==> src/rtl/ik_swift_bridge_pkg.sv <==
// Shared register map, control/status bit positions and FSM states for the
// ik_swift Avalon-MM front end.
package ik_swift_bridge_pkg;

    localparam int A_THETA_IN  = 0;
    localparam int A_TARGET    = 8;
    localparam int A_CTRL      = 16;
    localparam int A_STATUS    = 17;
    localparam int A_CYCLES    = 18;
    localparam int A_THETA_OUT = 24;

    localparam int CTRL_START  = 0;
    localparam int CTRL_CLEAR  = 1;
    localparam int CTRL_IRQ_EN = 2;

    localparam int ST_BUSY     = 0;
    localparam int ST_DONE     = 1;
    localparam int ST_OVERRUN  = 2;
    localparam int ST_TIMEOUT  = 3;

    typedef enum logic [1:0] {
        IDLE,
        LAUNCH,
        RUN
    } state_t;

    // True when a word address falls inside a register bank of n entries.
    function automatic logic in_bank(input int addr, input int base, input int n);
        return (addr >= base) && (addr < base + n);
    endfunction

endpackage

==> src/rtl/ik_run_counter.sv <==
// Saturating run-cycle counter; hit flags the cycle the count reaches LIMIT.
module ik_run_counter #(
    parameter int W     = 32,
    parameter int LIMIT = 65535
) (
    input  logic         clk,
    input  logic         reset,
    input  logic         clr,
    input  logic         en,
    output logic [W-1:0] count,
    output logic         hit
);

    // NOTE: sequential state uses non-blocking assignments so every register
    // samples pre-edge values, independent of process ordering.
    always_ff @(posedge clk or posedge reset) begin
        if (reset) begin
            count <= '0;
        end else if (clr) begin
            count <= '0;
        end else if (en && count != '1) begin
            count <= count + W'(1);
        end
    end

    assign hit = (count == W'(LIMIT));

endmodule

==> src/rtl/ik_swift_avalon_bridge.sv <==
// Avalon-MM slave in front of the ik_swift IK core: operand/result register
// file, launch/run FSM, status flags, run-cycle counter and done interrupt.
module ik_swift_avalon_bridge
    import ik_swift_bridge_pkg::*;
#(
    parameter int DATA_W      = 32,
    parameter int N_JOINT     = 6,
    parameter int N_TGT       = 3,
    parameter int ADDR_W      = 5,
    parameter int TIMEOUT_CYC = 65535
) (
    input  logic                      clk,
    input  logic                      reset,
    input  logic                      chipselect,
    input  logic                      read,
    input  logic                      write,
    input  logic [ADDR_W-1:0]         address,
    input  logic [DATA_W-1:0]         writedata,
    output logic [DATA_W-1:0]         readdata,
    output logic                      irq,
    output logic                      core_en,
    output logic [N_JOINT*DATA_W-1:0] core_theta,
    output logic [N_TGT*DATA_W-1:0]   core_target,
    input  logic                      core_done,
    input  logic [N_JOINT*DATA_W-1:0] core_result
);

    localparam int JIW = $clog2(N_JOINT);
    localparam int TIW = $clog2(N_TGT);

    logic [DATA_W-1:0] theta_in  [N_JOINT];
    logic [DATA_W-1:0] target    [N_TGT];
    logic [DATA_W-1:0] theta_out [N_JOINT];

    state_t            state_q, state_d;
    logic              done, overrun, timeout, irq_en;
    logic              done_d, overrun_d, timeout_d, irq_en_d;
    logic [DATA_W-1:0] cycles;
    logic              cnt_hit;
    logic [DATA_W-1:0] rd_mux;

    int   addr_i;
    logic wr, rd, busy, in_run;
    logic theta_hit, tgt_hit, tout_hit, ctrl_wr;
    logic start_req, clear_req, start_ok, op_wr, overrun_set;
    logic done_evt, timeout_evt;

    assign addr_i      = int'(address);
    assign wr          = chipselect & write;
    assign rd          = chipselect & read;
    assign busy        = (state_q != IDLE);
    assign in_run      = (state_q == RUN);
    assign core_en     = (state_q == LAUNCH);

    assign theta_hit   = in_bank(addr_i, A_THETA_IN, N_JOINT);
    assign tgt_hit     = in_bank(addr_i, A_TARGET, N_TGT);
    assign tout_hit    = in_bank(addr_i, A_THETA_OUT, N_JOINT);
    assign ctrl_wr     = wr && (addr_i == A_CTRL);

    assign start_req   = ctrl_wr & writedata[CTRL_START];
    assign clear_req   = ctrl_wr & writedata[CTRL_CLEAR];
    assign start_ok    = start_req & ~busy;
    assign op_wr       = wr & (theta_hit | tgt_hit);
    assign overrun_set = busy & (op_wr | start_req);

    // A core_done arriving in the timeout cycle takes the done path.
    assign done_evt    = in_run & core_done;
    assign timeout_evt = in_run & ~core_done & cnt_hit;

    ik_run_counter #(
        .W     (DATA_W),
        .LIMIT (TIMEOUT_CYC)
    ) u_run_counter (
        .clk   (clk),
        .reset (reset),
        .clr   (start_ok),
        .en    (in_run),
        .count (cycles),
        .hit   (cnt_hit)
    );

    always_ff @(posedge clk or posedge reset) begin
        if (reset) state_q <= IDLE;
        else       state_q <= state_d;
    end

    // NOTE: every always_comb output gets a default first, so no path can
    // leave it unassigned and infer a latch.
    always_comb begin
        state_d = state_q;
        case (state_q)
            IDLE:    if (start_ok) state_d = LAUNCH;
            LAUNCH:  state_d = RUN;
            RUN:     if (core_done || cnt_hit) state_d = IDLE;
            default: state_d = IDLE;
        endcase
    end

    // Clear is applied before the start/event updates that follow it.
    always_comb begin
        done_d    = done;
        overrun_d = overrun;
        timeout_d = timeout;
        irq_en_d  = irq_en;
        if (ctrl_wr)     irq_en_d = writedata[CTRL_IRQ_EN];
        if (clear_req) begin
            done_d    = 1'b0;
            overrun_d = 1'b0;
            timeout_d = 1'b0;
        end
        if (start_ok) begin
            done_d    = 1'b0;
            timeout_d = 1'b0;
        end
        if (overrun_set) overrun_d = 1'b1;
        if (done_evt)    done_d    = 1'b1;
        if (timeout_evt) timeout_d = 1'b1;
    end

    always_ff @(posedge clk or posedge reset) begin
        if (reset) begin
            done    <= 1'b0;
            overrun <= 1'b0;
            timeout <= 1'b0;
            irq_en  <= 1'b0;
            irq     <= 1'b0;
        end else begin
            done    <= done_d;
            overrun <= overrun_d;
            timeout <= timeout_d;
            irq_en  <= irq_en_d;
            irq     <= done_d & irq_en_d;
        end
    end

    // NOTE: the operand and result arrays are reset entry by entry so no stale
    // operand can reach the core after a reset.
    always_ff @(posedge clk or posedge reset) begin
        if (reset) begin
            for (int i = 0; i < N_JOINT; i++) theta_in[i]  <= '0;
            for (int i = 0; i < N_TGT; i++)   target[i]    <= '0;
            for (int i = 0; i < N_JOINT; i++) theta_out[i] <= '0;
        end else begin
            if (op_wr && !busy && theta_hit) theta_in[address[JIW-1:0]] <= writedata;
            if (op_wr && !busy && tgt_hit)   target[address[TIW-1:0]]   <= writedata;
            if (done_evt) begin
                for (int i = 0; i < N_JOINT; i++)
                    theta_out[i] <= core_result[i*DATA_W +: DATA_W];
            end
        end
    end

    for (genvar g = 0; g < N_JOINT; g++) begin : g_theta
        assign core_theta[g*DATA_W +: DATA_W] = theta_in[g];
    end
    for (genvar g = 0; g < N_TGT; g++) begin : g_target
        assign core_target[g*DATA_W +: DATA_W] = target[g];
    end

    always_comb begin
        rd_mux = '0;
        if (theta_hit)                 rd_mux = theta_in[address[JIW-1:0]];
        else if (tgt_hit)              rd_mux = target[address[TIW-1:0]];
        else if (tout_hit)             rd_mux = theta_out[address[JIW-1:0]];
        else if (addr_i == A_CTRL)     rd_mux[CTRL_IRQ_EN] = irq_en;
        else if (addr_i == A_CYCLES)   rd_mux = cycles;
        else if (addr_i == A_STATUS) begin
            rd_mux[ST_BUSY]    = busy;
            rd_mux[ST_DONE]    = done;
            rd_mux[ST_OVERRUN] = overrun;
            rd_mux[ST_TIMEOUT] = timeout;
        end
    end

    always_ff @(posedge clk or posedge reset) begin
        if (reset)   readdata <= '0;
        else if (rd) readdata <= rd_mux;
    end

endmodule

==> config.mk <==
export PLATFORM = sky130hd
export DESIGN_NAME = ik_swift_avalon_bridge
export DESIGN_NICKNAME = d
export VERILOG_FILES = /design/src/rtl/ik_swift_bridge_pkg.sv /design/src/rtl/ik_run_counter.sv /design/src/rtl/ik_swift_avalon_bridge.sv
export SDC_FILE = /design/constraint.sdc
export NUM_CORES = 1
export LEC_CHECK = 0
export CAP_MARGIN = 40
export CORE_AREA = 10 10 252 254
export CTS_CLUSTER_DIAMETER = 30
export DETAILED_ROUTE_END_ITERATION = 8
export DIE_AREA = 0 0 262 264
export GPL_TIMING_DRIVEN = 0
export PLACE_DENSITY_LB_ADDON = 0.12
export SYNTH_ARGS = -nofsm -noshare
export SYNTH_HDL_FRONTEND = slang
export SYNTH_HIERARCHICAL = 1
export SYNTH_SLANG_ARGS = --single-unit
==> constraint.sdc <==
create_clock -name clk -period 46.5 [get_ports clk]
set_input_delay 6.975 -clock clk [delete_from_list [all_inputs] [get_ports clk]]
set_output_delay 6.975 -clock clk [all_outputs]
set_load 0.01 [all_outputs]
# Word level (Yosys, flattened, before mapping)
# Index checks and enable logic that the tools add are counted.
[totals] regBits=551 in_bits=235 out_inout_bits=322 wordCells=115
[classes] add_sub_neg=1 magnitude_cmp=10 n_eq_ne=9 mux=37 bitwise_logic=17 reduce_logical=18
[op_table] cell="$mux 32" n=13
[op_table] cell="$bmux 32 s3" n=2
[op_table] cell="$bwmux 192" n=1
[op_table] cell="$bwmux 96" n=1
[op_table] cell="$demux 32 s3" n=1
[op_table] cell="$bmux 32 s2" n=1
[op_table] cell="$demux 32 s2" n=1
[op_table] cell="$add 32x1->32 const B" n=1
[op_table] cell="$eq 32x16->1 const B" n=1
[op_table] cell="$ne 32x32->1 const B" n=1
[op_table] cell="$mux 29" n=1
[op_table] cell="$mux 28" n=1
[op_table] cell="$eq 5x5->1 const B" n=3
[op_table] cell="$and 1x1->1" n=11
[op_table] cell="$logic_and 1x1->1" n=10
[op_table] cell="$mux 1" n=9
[op_table] cell="$mux 4" n=2
[op_table] cell="$mux 2" n=3
[op_table] cell="$pmux 2 s3" n=1
[op_table] cell="$reduce_bool 2->1" n=3
[op_table] cell="$ge 5x1->1 const B" n=1
[op_table] cell="$ge 5x4->1 const B" n=1
[op_table] cell="$ge 5x5->1 const B" n=1
[op_table] cell="$lt 5x3->1 const B" n=1
[op_table] cell="other kinds (19)" n=21

# Longest topological paths before layout
[depth] depth_word=7 depth_mapped=9 mapped_depth_nobuf=6

# By module
# Netlist, hierarchy kept.
[modules_own_cells] mod="ik_swift_avalon_bridge" n_inst=1 cells_each=1716 area_per_inst_um2=24094.4 seq_area_each_um2=12987.5
[modules_own_cells] mod="ik_run_counter" n_inst=1 cells_each=197 area_per_inst_um2=1830.5 seq_area_each_um2=800.8

# Worst setup path after synthesis
# OpenSTA, ideal clock, no wires.
[synth_path] kind="input-to-reg" startpoint="in address[0]" endpoint="reg readdata[0]" setup_time_ns=0.126 arrival_ns=8.551 required_ns=46.374 path_slack_ns=37.823 cell_stages=7 path_buffers=3 path_cell_list="buf_2 > buf_2 > buf_4 > mux2_2 > a221oi_1 > nand2_1 > a221o_1"
[synth_via] elab_chain_cells=7 word_cells_on_any_way=29 classes_between="order compare (6); eq/ne (3); mux (15); bitwise (2); reduce/logical (3)"
[synth_lines] element="start, declared" line_no="ik_swift_avalon_bridge.sv:17" text="input logic [ADDR_W-1:0] address,"
[synth_lines] element="$not 3->4 (not written as such) / $eq 5x5->1 (equally long branches)" line_no="ik_swift_avalon_bridge.sv:162, ik_swift_avalon_bridge.sv:164, ik_swift_avalon_bridge.sv:167"
[synth_lines] element="$bmux 32 s3 / $mux 4 (equally long branches)" line_no="ik_swift_avalon_bridge.sv:164, ik_swift_avalon_bridge.sv:167"
[synth_lines] element="$mux 32 (not written as such) / $mux 4 (equally long branches)" line_no="ik_swift_avalon_bridge.sv:164, ik_swift_avalon_bridge.sv:166"
[synth_lines] element="$mux 32 (not written as such) / $mux 2 (equally long branches)" line_no="ik_swift_avalon_bridge.sv:164, ik_swift_avalon_bridge.sv:165"
[synth_lines] element="$mux 32" line_no="ik_swift_avalon_bridge.sv:164" text="else if (tout_hit) rd_mux = theta_out[address[JIW-1:0]];"
[synth_lines] element="$mux 32" line_no="ik_swift_avalon_bridge.sv:163" text="else if (tgt_hit) rd_mux = target[address[TIW-1:0]];"
[synth_lines] element="$mux 32 (*)" line_no="ik_swift_avalon_bridge.sv:162" text="if (theta_hit) rd_mux = theta_in[address[JIW-1:0]];"
[synth_lines] element="end signal, assigned" line_no="ik_swift_avalon_bridge.sv:177" text="else if (rd) readdata <= rd_mux;"
[synth_lines] element="end, declared" line_no="ik_swift_avalon_bridge.sv:19" text="output logic [DATA_W-1:0] readdata,"
# Mark *: on every way between the ends. The rest lies on a longest branch, timed or not. The select of a mux whose other input is x is not followed.
# A chain may end at the register's enable or synchronous reset.

# Worst setup path in the final report
[layout_path] startpoint="in address[2]" endpoint="reg readdata[2]"
[layout_via] elab_chain_cells=7 word_cells_on_any_way=25 classes_between="order compare (6); eq/ne (3); mux (12); bitwise (1); reduce/logical (3)"
[layout_lines] element="$not 3->4 (not written as such) / $eq 5x5->1 (equally long branches)" line_no="ik_swift_avalon_bridge.sv:162, ik_swift_avalon_bridge.sv:164, ik_swift_avalon_bridge.sv:167"
[layout_lines] element="$bmux 32 s3 / $mux 4 (equally long branches)" line_no="ik_swift_avalon_bridge.sv:164, ik_swift_avalon_bridge.sv:167"
[layout_lines] element="$mux 32 (not written as such) / $mux 4 (equally long branches)" line_no="ik_swift_avalon_bridge.sv:164, ik_swift_avalon_bridge.sv:166"
[layout_lines] element="$mux 32 (not written as such) / $mux 1 (equally long branches)" line_no="ik_swift_avalon_bridge.sv:164, ik_swift_avalon_bridge.sv:165"
[layout_lines] element="$mux 32" line_no="ik_swift_avalon_bridge.sv:164"
[layout_lines] element="$mux 32" line_no="ik_swift_avalon_bridge.sv:163"
[layout_lines] element="$mux 32 (*)" line_no="ik_swift_avalon_bridge.sv:162"
# Marked as above.

==> metrics.md <==
| Metric | Value |
|---|---|
| Proportion of layout cells with a drive suffix above 1 | 31.00% |
| Largest stage delay, worst path | 0.75 ns |
| Area taken by flip-flops and latches | 13790 um^2 |
| H-Tree Level Count | 4 |
| FP Rows | 89 |
| First-pass detailed-route iteration total | 6 |
| Chip width | 262 um |
| Number of enable flip-flop cells after synthesis | 0 |
| Average wire length per cell after detail routing | 28.49 um |
| Antenna-violating nets left | 0 |
| Max IR drop VDD | 0.03548 mV |
| Layout filler cell count | 4593 |
| Largest net degree at the start of global routing | 125 |
| Mapped Avg Cell Area | 13.55 um^2 |
| Number of buffers added for setup after CTS | 0 |
| CTS-repair resized insts | 0 |
| Maximum fanout encountered on the critical timing path | 10 |
| FF-to-FF End | theta_out[30] |
| Post-detailed-route via-to-cell ratio | 5.696 |
| Period utilisation layout | 19.95% |
| Post-synth net total | 2149 |
| Syn Std Cell Area | 25920 um^2 |
| Area of combinational cells with multiple inputs | 11330 um^2 |
| Placed Cells incl. Taps | 3244 |
| Routability congestion estimate | 0.9194 |
| Synth cell types | 62 |
| Met1 Track Usage GR | 33.91% |
| Pre-CTS worst setup slack | 36.66 ns |
| Relative slew slack | 37.93% |
| # IOs | 557 |
| Number of standard cells in the final layout excluding fillers | 3492 |
| Number of nets in the layout | 2843 |
| Global routing usage summed across all routing layers | 28.11% |
| Via count | 19890 |
| Gate Count Post-Synth | 1913 |
| Met2 Track Usage GR | 47.64% |
| Clock root buffer | clkbuf_16 |
| Area after DPL | 32570 um^2 |
| Time the worst path needs with I/O delays and setup | 9.276 ns |
| Power density cells | 47.70 nW/um^2 |
| Number of synthesis warnings | 6 |
| Clock tree from TritonCTS | built |
| Maxcap violations | 0 |
| Clock latency reported for the late side of the worst-skew pair | 0.71 ns |
| CP max stage cell | clkbuf_1 |
| DRC violation total after the first TritonRoute iteration | 1426 |
| Most common flop cell mapped by yosys | dfrtp_1 |
| Highest Clock Rate | 107.8 MHz |
| Critical path destination | readdata[2] |
| Core area | 58460 um^2 |
| Kind of cell with the highest combined delay on the critical path | buffers and inverters |
| Most numerous cell on the critical path | clkbuf_1 |
| Number of antenna violations at the first check in global routing | 12 |
| CP Cell Sequence | clkdlybuf4s50_1, buf_2, nand2b_1, clkbuf_1, clkbuf_1, o21ai_0, a21oi_1, o22ai_1 |
| Layout Skew | 0.02631 ns |
| Post-route DRC violation count | 0 |
| Sequential fraction of the synthesis area | 53.19% |
| Startpoint of the worst setup timing path | address[2] |
| Critical R2R Launch | state_q[1] |
| Buf/Inv on CP | 4 |
| Critical path required time | 47.05 ns |
| Kind of start point of the critical path | primary input |
| TritonCTS sink count | 551 |
| Longest Clk Path Bufs | 3 |
| Min-delay worst type | flip-flop to flip-flop |
| TNS Setup | 0 ns |
| Chip height | 264 um |
| Endpoints failing hold | 0 |
| Worst setup EP type | flip-flop |
| Number of cells on the worst reg-to-reg path | 5 |
| Sum of net half-perimeters after detailed placement | 75.78 mm |
| Via count of the first global-routing pass | 21330 |
| Slew @ Worst Pin | 0.9311 ns |
| Status | completed |
| Total setup violations reported at the end of the flow | 0 |
| Max Transition Viols Final | 0 |
| Effective utilization at floorplan | 44.34% |
| Worst setup slack after layout | 37.22 ns |
| Post-layout instance area | 37210 um^2 |
| Critical path depth | 8 |
| Wire length of the first global-routing pass | 143.4 mm |
| Hold buffer count at cts | 0 |
| Critical path arrival | 9.82 ns |
| Ys async rst share | 100.0% |
| Area of the die | 69170 um^2 |
| Clock transition at the registers of the reported paths | 0.04 ns |
| Peak-usage layer in the global routing report | met2 |
| Crit path kind | primary input to flip-flop |
| Post-Route WL | 99.49 mm |
| RSZ-0062 raised after global routing | no |
| Slack of the worst reg-to-reg path | 43.75 ns |
| Flip-flop and latch count after synthesis | 551 |
| Area added between synthesis and finish | 43.51% |
| Static leakage power | 17.07 nW |
| Number of input and output port buffers inserted | 552 |
| CTS buffer count | 134 |
| Met3 Resource Use GR | 7.122% |
| Overall overflow remaining after global route | 0 |
==> cells in the final DEF, fill, tap and decap left out, drive strengths merged, types with 2 or more instances in the layout <==
| cell type | count |
|---|---|
| nor2 | 79 |
| nand3 | 14 |
| a221oi | 5 |
| and3 | 3 |
| o21ai | 76 |
| clkinv | 25 |
| clkinvlp | 7 |
| a31oi | 29 |
| a2111oi | 2 |
| a32o | 2 |
| nand2 | 57 |
| o211ai | 28 |
| diode | 9 |
| buf | 94 |
| o31ai | 10 |
| nor2b | 5 |
| clkbuf | 244 |
| nor3 | 8 |
| a21o | 2 |
| or4 | 11 |
| a21oi | 35 |
| and2 | 3 |
| clkdlybuf4s50 | 552 |
| mux2 | 485 |
| o21ba | 2 |
| nand2b | 5 |
| nor4 | 8 |
| a221o | 31 |
| a22o | 3 |
| bufinv | 12 |
| and4 | 2 |
| mux2i | 150 |
| xor2 | 4 |
| or2 | 2 |
| nand4 | 45 |
| or3 | 20 |
| mux4 | 35 |
| o22ai | 33 |
| inv | 19 |
| dfrtp | 551 |
==> layout make-up <==
class	count	area share, %
Tap cell	773	2.600
Timing Repair Buffer	558	15.25
Sequential cell	551	37.06
Antenna cell	9	0.06053
Clock inverter	50	1.729
Multi-Input combinational cell	1206	30.44
Inverter	13	0.1513
Clock buffer	189	10.66
Buffer	143	2.045
==> power breakdown <==
part | internal [mW] | total (mW) | switching, mW
sequential | 0.534 | 0.581 | 0.0470
combinational | 0.138 | 0.256 | 0.118
clock | 0.654 | 0.938 | 0.284
==> metrics by stage <==
| step | utilization, % | power [mW] | hold slack, ns |
|---|---|---|---|
| floorplan | - | 0.6933 | 0.4608 |
| global placement | 55.45 | 0.8340 | 0.4764 |
| detailed placement | 55.72 | 0.8422 | 0.4810 |
| CTS | 63.60 | 1.786 | 0.4888 |
| global route | 63.63 | 1.834 | 0.5032 |
| finish | 63.64 | 1.775 | 0.4865 |
==> sequential cells by signal, indices dropped and copies added (netlist names) <==
| signal | cells |
|---|---|
| core_theta | 192 |
| theta_out | 192 |
| core_target | 96 |
| readdata | 32 |
| u_run_counter/count | 32 |
| state_q | 2 |
| done | 1 |
| irq | 1 |
| irq_en | 1 |
| overrun | 1 |
| timeout | 1 |
==> synthesized netlist by cell type, types with 3 or more instances <==
cell,n,share of area (%)
dfrtp_1,551,53
mux2_2,389,17
mux2i_1,150,5.8
mux2_4,90,5.2
nor2_1,78,1.1
o21ai_0,60,1.2
nand2_1,57,0.83
buf_2,56,1.1
clkbuf_1,55,0.80
nand4_1,43,1.0
a21oi_1,35,0.68
mux4_2,35,3.0
o22ai_1,33,0.80
a221o_1,31,1.2
a31oi_1,29,0.70
o211ai_1,28,0.81
or3_1,19,0.46
o21ai_1,16,0.31
inv_1,13,0.19
buf_6,12,0.52
nand3_1,12,0.23
buf_4,11,0.32
or4_1,11,0.32
o31ai_1,10,0.29
buf_1,7,0.10
mux2_1,6,0.26
nor4_1,6,0.14
a221oi_1,5,0.17
nand2b_1,5,0.12
nor2b_1,5,0.12
nor3_1,4,0.077
nor3_2,4,0.15
xor2_1,4,0.14
a22o_1,3,0.10
and2_1,3,0.072
and3_1,3,0.072
==> logic make-up after synthesis <==
group	Yosys count	share of synthesized area (%)
mux	670	31.20
flops	551	53.19
compound gates	268	6.989
simple gates	263	5.319
buf+inv	156	3.123
xor+xnor	4	0.1351
fa+ha+maj	1	0.04825
==> worst min path at each step <==
stage / from / endpoint / slack [ns] / cells past startpoint
floorplan: done / done / 0.46 / 2
global placement: overrun / overrun / 0.48 / 1
detailed placement: overrun / overrun / 0.48 / 1
CTS: overrun / overrun / 0.49 / 1
global route: theta_out[127] / theta_out[127] / 0.50 / 1
finish: overrun / overrun / 0.49 / 1
==> per-layer routing <==
layer | vias to the layer above | wire length (um)
li1 | 8595 | -
met1 | 10380 | 39780
met3 | 158 | 6708
met4 | 8 | 2545
met2 | 750 | 50400
met5 | - | 50
Power figures use the tool's default switching activity.
